## src/rtl/alu_sequencer.sv

```systemverilog
// Sequencer that drives an external combinational 8-bit ALU from a 4-entry register file.
// Instructions and responses each use a valid/ready handshake with a one-cycle IDLE gap between them.
module alu_sequencer #(
  parameter int unsigned SETTLE_CYCLES = 1
) (
  input  logic        clk,
  input  logic        rst,
  // Handshake rule for both channels: a transfer happens on a rising edge where valid && ready;
  // the producer holds its payload until then and the sequencer samples it only on that edge.
  input  logic        Instr_Valid,
  output logic        Instr_Ready,
  input  logic [15:0] Instr,
  output logic [7:0]  ALU_A,
  output logic [7:0]  ALU_B,
  output logic [3:0]  ALU_Sel,
  input  logic [7:0]  ALU_Out,
  input  logic        CarryOut,
  input  logic        ZeroFlag,
  input  logic        OverflowFlag,
  input  logic        SignFlag,
  output logic        Resp_Valid,
  input  logic        Resp_Ready,
  output logic [7:0]  Resp_Data,
  output logic [3:0]  Resp_Flags,
  output logic        Resp_Err,
  output logic [1:0]  dbg_state
);

  localparam logic [3:0] SETTLE = SETTLE_CYCLES[3:0];

  localparam logic [1:0] MODE_ALU = 2'b00;
  localparam logic [1:0] MODE_LDI = 2'b01;
  localparam logic [1:0] MODE_RD  = 2'b10;

  typedef enum logic [1:0] {
    ST_IDLE = 2'd0,
    ST_EXEC = 2'd1,
    ST_RESP = 2'd2
  } state_t;

  state_t      state;
  state_t      state_nxt;
  logic [7:0]  regs [4];
  logic [3:0]  flags;
  logic [3:0]  settle_cnt;
  logic [1:0]  rd_q;

  logic [1:0]  mode;
  logic [3:0]  sel;
  logic [1:0]  rd;
  logic [1:0]  ra;
  logic [1:0]  rb;
  logic [7:0]  imm;
  logic        accept;
  logic        capture;

  assign mode = Instr[15:14];
  assign sel  = Instr[13:10];
  assign rd   = Instr[9:8];
  assign ra   = Instr[7:6];
  assign rb   = Instr[5:4];
  assign imm  = Instr[7:0];

  assign accept  = Instr_Valid && (state == ST_IDLE);
  assign capture = (state == ST_EXEC) && (settle_cnt == SETTLE);

  assign Instr_Ready = (state == ST_IDLE);
  assign Resp_Valid  = (state == ST_RESP);
  assign Resp_Flags  = flags;
  assign dbg_state   = state;

  always_ff @(posedge clk) begin
    if (rst) begin
      state <= ST_IDLE;
    end else begin
      state <= state_nxt;
    end
  end

  always_comb begin
    state_nxt = state;
    case (state)
      ST_IDLE: begin
        if (accept) begin
          state_nxt = (mode == MODE_ALU) ? ST_EXEC : ST_RESP;
        end
      end
      ST_EXEC: begin
        if (capture) begin
          state_nxt = ST_RESP;
        end
      end
      ST_RESP: begin
        // Return to IDLE rather than accepting here, so a new instruction never overlaps a response.
        if (Resp_Ready) begin
          state_nxt = ST_IDLE;
        end
      end
      default: state_nxt = ST_IDLE;
    endcase
  end

  always_ff @(posedge clk) begin
    if (rst) begin
      for (int i = 0; i < 4; i++) begin
        regs[i] <= '0;
      end
      flags      <= '0;
      settle_cnt <= '0;
      rd_q       <= '0;
      ALU_A      <= '0;
      ALU_B      <= '0;
      ALU_Sel    <= '0;
      Resp_Data  <= '0;
      Resp_Err   <= 1'b0;
    end else if (accept) begin
      case (mode)
        MODE_ALU: begin
          // Operands are read now and the result written at capture, so Rd may alias Ra/Rb.
          ALU_A      <= regs[ra];
          ALU_B      <= regs[rb];
          ALU_Sel    <= sel;
          rd_q       <= rd;
          settle_cnt <= 4'd1;
        end
        MODE_LDI: begin
          regs[rd]  <= imm;
          Resp_Data <= imm;
          Resp_Err  <= 1'b0;
        end
        MODE_RD: begin
          Resp_Data <= regs[ra];
          Resp_Err  <= 1'b0;
        end
        default: begin
          Resp_Data <= '0;
          Resp_Err  <= 1'b1;
        end
      endcase
    end else if (state == ST_EXEC) begin
      if (capture) begin
        regs[rd_q] <= ALU_Out;
        flags      <= {CarryOut, ZeroFlag, OverflowFlag, SignFlag};
        Resp_Data  <= ALU_Out;
        Resp_Err   <= 1'b0;
      end else begin
        settle_cnt <= settle_cnt + 4'd1;
      end
    end
  end

  a_resp_stable: assert property (
    @(posedge clk) disable iff (rst)
    (Resp_Valid && !Resp_Ready) |=>
      (Resp_Valid && $stable(Resp_Data) && $stable(Resp_Err) && $stable(Resp_Flags))
  );

endmodule

```

## config.mk

```make
export PLATFORM = sky130hd
export DESIGN_NAME = alu_sequencer
export DESIGN_NICKNAME = d
export VERILOG_FILES = /design/src/rtl/alu_sequencer.sv
export SDC_FILE = /design/constraint.sdc
export NUM_CORES = 1
export LEC_CHECK = 0
export CORE_UTILIZATION = 56
export DETAILED_ROUTE_END_ITERATION = 8
export GPL_ROUTABILITY_DRIVEN = 0
export PLACE_DENSITY_LB_ADDON = 0.08
export SLEW_MARGIN = 20
export SYNTH_ARGS = -nofsm -noshare
export SYNTH_HDL_FRONTEND = slang
export SYNTH_SLANG_ARGS = --single-unit
```

## constraint.sdc

```tcl
create_clock -name clk -period 7 [get_ports clk]
set_input_delay 2.1 -clock clk [delete_from_list [all_inputs] [get_ports clk]]
set_output_delay 2.1 -clock clk [all_outputs]
set_load 0.1 [all_outputs]
```

# --- Word level (Yosys, flattened, before mapping) ---
# Memory sizes are Yosys's and may differ from the RTL's. A register that Yosys moved wholly into a read port is not among the register bits.
# Cells that the tools add are included.
totals:
  ramBits: 32
  regBits: 33
  rom_bits: 0
  n_memories: 1
  latchBits: 0
  word_cells: 70
memory_table:
  columns: ["memory", "depth", "word_bits", "read_ports", "rd_ports_with_merged_regs", "wr", "line", "source"]
  rows:
  - ["regs", 4, 8, 2, 1, 4, "43", "logic [7:0] regs [4];"]
op_classes:
  n_shift: 0
  bitwise_logic: 1
  n_lt_le_gt_ge: 0
  n_addsub: 1
  div: 0
  n_reduce_logical: 14
  n_mul: 0
  n_eq_ne: 11
  n_mux: 34
ops:
  columns: ["cell", "count"]
  rows:
  - ["8-bit two-way mux", 5]
  - ["8-bit case mux with 3 select lines", 1]
  - ["1-bit two-way mux", 16]
  - ["4-bit two-way mux", 4]
  - ["8-bit OR reduction", 2]
  - ["2-bit two-way mux", 6]
  - ["3-bit AND reduction", 4]
  - ["2-bit by 1-bit != test with 1-bit output (second input constant)", 3]
  - ["2-bit != test (second input constant)", 3]
  - ["2-bit case mux with 3 select lines", 1]
  - ["4-bit by 1-bit adder with 4-bit output (second input constant)", 1]
  - ["2-bit by 1-bit equality test with 1-bit output (second input constant)", 2]
  - ["2-bit equality test (second input constant)", 2]
  - ["4-bit by 1-bit equality test with 1-bit output (second input constant)", 1]
  - ["2-bit zero test", 2]
  - ["2-bit nonzero test", 2]
  - ["1-bit logical AND", 2]
  - ["1-bit case mux with 2 select lines", 1]
  - ["2-bit AND reduction", 1]
  - ["2-bit OR reduction", 1]
  - ["1-bit NOT", 1]

# --- Logic depth before layout (Yosys ltp) ---
logic_depth:
  word_depth: 9
  ltp_mapped: 7
  depth_no_buf: 6

# --- Worst setup path after synthesis ---
# No wires, ideal clock.
synth_timing:
  path_kind: "flip-flop to output port"
  from: "reg state[1], in the netlist dbg_state[1]"
  to: "out Resp_Valid"
  stages_incl_launch_ff: 2
  path_buffers: 0
  t_arrival_ns: 2.553
  slack_ns: 2.347
  cell_sequence: "dfxtp_1 nor2b_1"
synth_between:
  elab_chain_len: 1
synth_lines:
  columns: ["element", "line", "source"]
  rows:
  - ["start, declared", "41", "state_t state;"]
  - ["start signal, assigned", "76", "state <= state_nxt;"]
  - ["2-bit equality test", "68", "assign Resp_Valid = (state == ST_RESP);"]
  - ["end, declared", "21", "output logic Resp_Valid,"]
# Every way passes these cells.

# --- Final worst setup path ---
# Ends and elaborated chain as after synthesis.

==> results.txt <==
The run finished with clean final reports. Once detailed placement completed, the half-perimeter wirelength came to 5.827 mm. Buffers plus inverters on the worst setup path: 1.

The accumulated negative setup slack came out at 0 ps. The logs give 0.0001833 V for the maximum resistive drop on vdd and 230.5 MHz for the timing-limited maximum frequency. In this run, synthesis produced a sequential element count of 73.

Row generation in the floorplan step produced 28 rows. Of the cells placed in the final design, the portion with a size suffix greater than 1 is 11.49%. Hold repair after CTS inserted 0 buffers.

For the pin with the worst max-slew slack, the measured transition is 978.9 ps. In this run the worst path has a maximum fanout of 9. The critical path starts at dbg_state[1].

Summed over all nets, wire length on met2 after detailed routing comes to 4.028 mm. The logs give 0 for the max-slew violation total from the final report and 69 for the total I/O pin count. At the later pin of the worst-skew pair, clock insertion delay measures 350 ps.

The setup violation total in the final timing report came out at 0. The number of different library cells used by synthesis comes to 51. After global routing the overflow that remains totals 0. The worst hold path belongs to the class reg -> reg. In this run the number of H-tree levels came out at 3. The average instance in the mapped netlist occupies 10.21 um2.

Setup repair after global routing left no endpoint under its margin. The number of global-route vias before repair was 2620. Among all cell types in the netlist, the one instantiated most often is sky130_fd_sc_hd__nand2_1. The cell taking the most area after synthesis was sky130_fd_sc_hd__edfxtp_1. The tools report the final worst slack as 2661 ps. Summing every instance area after synthesis gives 0.003552 mm2. The net count reported at finish was 441. Final routed wirelength across all metal layers: 8.211 mm. The core box area is 0.006026 mm2. Of the available clock period, the critical path in the final layout requires 61.99%. The run gives 468 as the number of placed instances with taps included. The share of the core filled with cells is 73.38%. By area the synthesized netlist is led by sky130_fd_sc_hd__edfxtp_1 27%, sky130_fd_sc_hd__dfxtp_1 23%, sky130_fd_sc_hd__mux4_2 9.5%.

The post-CTS setup buffer count is 0. The final standard cell count with taps included and fillers excluded was 484; the synthesized net count was 385. TritonCTS built the clock tree.

The critical path goes through nor2b_1, clkdlybuf4s50_1. The wire length per cell after detailed routing works out to 16.96 um. Detailed routing inserted a total of 2791 vias. The worst register-to-register path begins at settle_cnt[0].

The number of I/O port buffers was 68. Prior to clock tree synthesis, the placed netlist has a worst setup slack of 2278 ps. The largest individual stage delay along the critical path comes from the cell sky130_fd_sc_hd__clkdlybuf4s50_1. Chip height: 81.65 um. Once detail routing completed, the nets flagged for antenna violations numbered 0. The hold path startpoint was ALU_A[3]. After clock tree synthesis, the clock-pin slew on the worst setup and hold paths is 80 ps.

The post-cts resize count was 0. Counting every sink on the clock net gives 73. The delay of the slowest cell on the worst path was 1140 ps; the leakage power of the design was 1.547 nW. Nature of the critical path startpoint: a register. The type of the setup path with the least slack is reg -> out. The number of antenna violations at the first check in global routing came out at 0.

The data required time at the worst endpoint came out at 4900 ps. The tool flagged a number of max-cap violations equal to 0. After synthesis, the share of flip-flops with an asynchronous set or reset is 0%. Measured along the x axis, the die boundary spans 81.65 um. TritonCTS created 9 clock buffers. The proportion of synthesized chip area in sequential cells is 50.16%, and the worst clock skew is 7.023 ps. The shortest period the worst path allows came out at 4339 ps. Among all flip-flop cells after synthesis, the most frequent one is sky130_fd_sc_hd__dfxtp_1.

Synthesis handed over a netlist of 348 instances. Count of endpoints failing hold in the final timing report: 0. The worst setup path is captured at an output pin.

The met1 layer wirelength in the final routing is 3.635 mm, and the largest net degree at the start of global routing is 51. Power spread over the standard cell area amounts to 235.2 mW/mm2. Among cell families on the critical path, the largest total delay comes from buffers and inverters.

After the first detailed-routing iteration, the DRC count stood at 128. The tools report the root buffer cell as sky130_fd_sc_hd__clkbuf_8. The repair_antennas step left the layout with diodes totalling 0.

The layout has 484 filler cells. The count of flip-flops with a built-in enable after synthesis works out to 32. Count of yosys warnings during synthesis: 0. At the worst endpoint, the arrival time is 2240 ps. The wire length on met3 is 443 um, and the starting density of the core is 58.95%.

In this run the tightest slew margin relative to its limit is 34.54%. From synthesis to final layout, the design area changed by 24.48%. By count the netlist is led by 57 x sky130_fd_sc_hd__nand2_1, 41 x sky130_fd_sc_hd__dfxtp_1, 40 x sky130_fd_sc_hd__nor2_1, 32 x sky130_fd_sc_hd__edfxtp_1, 27 x sky130_fd_sc_hd__a21oi_1.

The top layer reached by signal wires was met4. The final non-filler cell area is 0.004422 mm2. The longest clock path from root to sink contains 2 buffers.

The via-per-instance ratio is 5.767, and the wire length of the first global-routing pass is 12.99 mm. Summing all placed instances gives a cell area of 0.004198 mm2. The floorplan step defined a die boundary enclosing 0.006666 mm2. The number of search-and-repair iterations in the first detailed-routing pass was 4.

The overall global routing resource usage was 27.05%. In the routed design, unresolved DRC markers number 0. The top cell type by area accounts for 27.05% of the synthesized area.
placed cells by master, fill, tap and decap left out, types with 3 or more instances in the layout:
| cell | n |
|---|---|
| sky130_fd_sc_hd__nor3_1 | 7 |
| sky130_fd_sc_hd__nor2_1 | 40 |
| sky130_fd_sc_hd__clkbuf_8 | 9 |
| sky130_fd_sc_hd__nand2_1 | 57 |
| sky130_fd_sc_hd__mux4_2 | 15 |
| sky130_fd_sc_hd__ha_1 | 5 |
| sky130_fd_sc_hd__dfxtp_1 | 41 |
| sky130_fd_sc_hd__a21oi_1 | 27 |
| sky130_fd_sc_hd__a22oi_1 | 7 |
| sky130_fd_sc_hd__a311oi_1 | 6 |
| sky130_fd_sc_hd__inv_1 | 16 |
| sky130_fd_sc_hd__o21ai_0 | 13 |
| sky130_fd_sc_hd__nand3_1 | 15 |
| sky130_fd_sc_hd__inv_6 | 3 |
| sky130_fd_sc_hd__nor2b_1 | 3 |
| sky130_fd_sc_hd__clkdlybuf4s50_1 | 67 |
| sky130_fd_sc_hd__edfxtp_1 | 32 |
| sky130_fd_sc_hd__nand2b_1 | 4 |
path summary, 6_finish.rpt:
kind | end | slack, ps | cells past startpoint
worst max-delay path | Resp_Valid | 2660 | 2
worst min-delay path | ALU_A[3] | 450 | 2
worst min register to register | ALU_A[3] | 450 | 2
worst max register to register | regs[3][6] | 4320 | 5
routing by layer:
| layer | vias to the layer above | GRT usage (%) |
|---|---|---|
| met4 | 0 | 7.018 |
| li1 | 1354 | - |
| met3 | 11 | 7.222 |
| met2 | 87 | 44.25 |
| met5 | - | 0 |
| met1 | 1339 | 35.71 |
report_power, final:
part,switching [W],internal (W)
registers,0.0000117,0.000462
logic,0.000135,0.0000621
clock network,0.000166,0.000204
total,0.000312,0.000728
sequential cells by signal (all words and copies together), names as in the netlist, 4 cells and up:
name	count
settle_cnt	4
Resp_Flags	4
ALU_B	8
ALU_Sel	4
regs	32
ALU_A	8
Resp_Data	8
logic make-up (layout without fill, tap and decap cells):
kind of cell	after synthesis	count (layout)	share of synthesized area [%]
simple gates	145	145	19.23
buf+inv	39	100	5.178
fa+ha+maj	5	5	1.761
compound gates	67	67	13.07
xor+xnor	2	2	0.4932
flops	73	73	50.16
mux	17	17	10.11
final cells by class:
class                           instances  area [um2]  share of cell area, %
Sequential cell                        73        1782                  40.29
Clock buffer                            9       123.9                  2.801
Multi-Input combinational cell        236        1587                  35.88
Clock inverter                          7       100.1                  2.264
Timing Repair Buffer                   68       675.6                  15.28
Tap cell                               75       93.84                  2.122
Inverter                               16       60.06                  1.358
worst register-to-register path, stage by stage, from the launching register on:
cell and delay [ps]:
sky130_fd_sc_hd__dfxtp_1 420, sky130_fd_sc_hd__ha_1 210, sky130_fd_sc_hd__or3b_1 560, sky130_fd_sc_hd__nor3_1 370, sky130_fd_sc_hd__nor3_1 100, sky130_fd_sc_hd__nor2_1 650
metrics by stage:
step | hold slack (ps) | power (W)
2_1_floorplan | 436.3 | 0.0006254
6_report | 454.2 | 0.001040
5_1_grt | 474.4 | 0.001075
4_1_cts | 459.4 | 0.001046
3_3_place_gp | 441.6 | 0.0006770
3_5_place_dp | 447.2 | 0.0006802
Note: power is estimated with default switching activity, not from simulation.
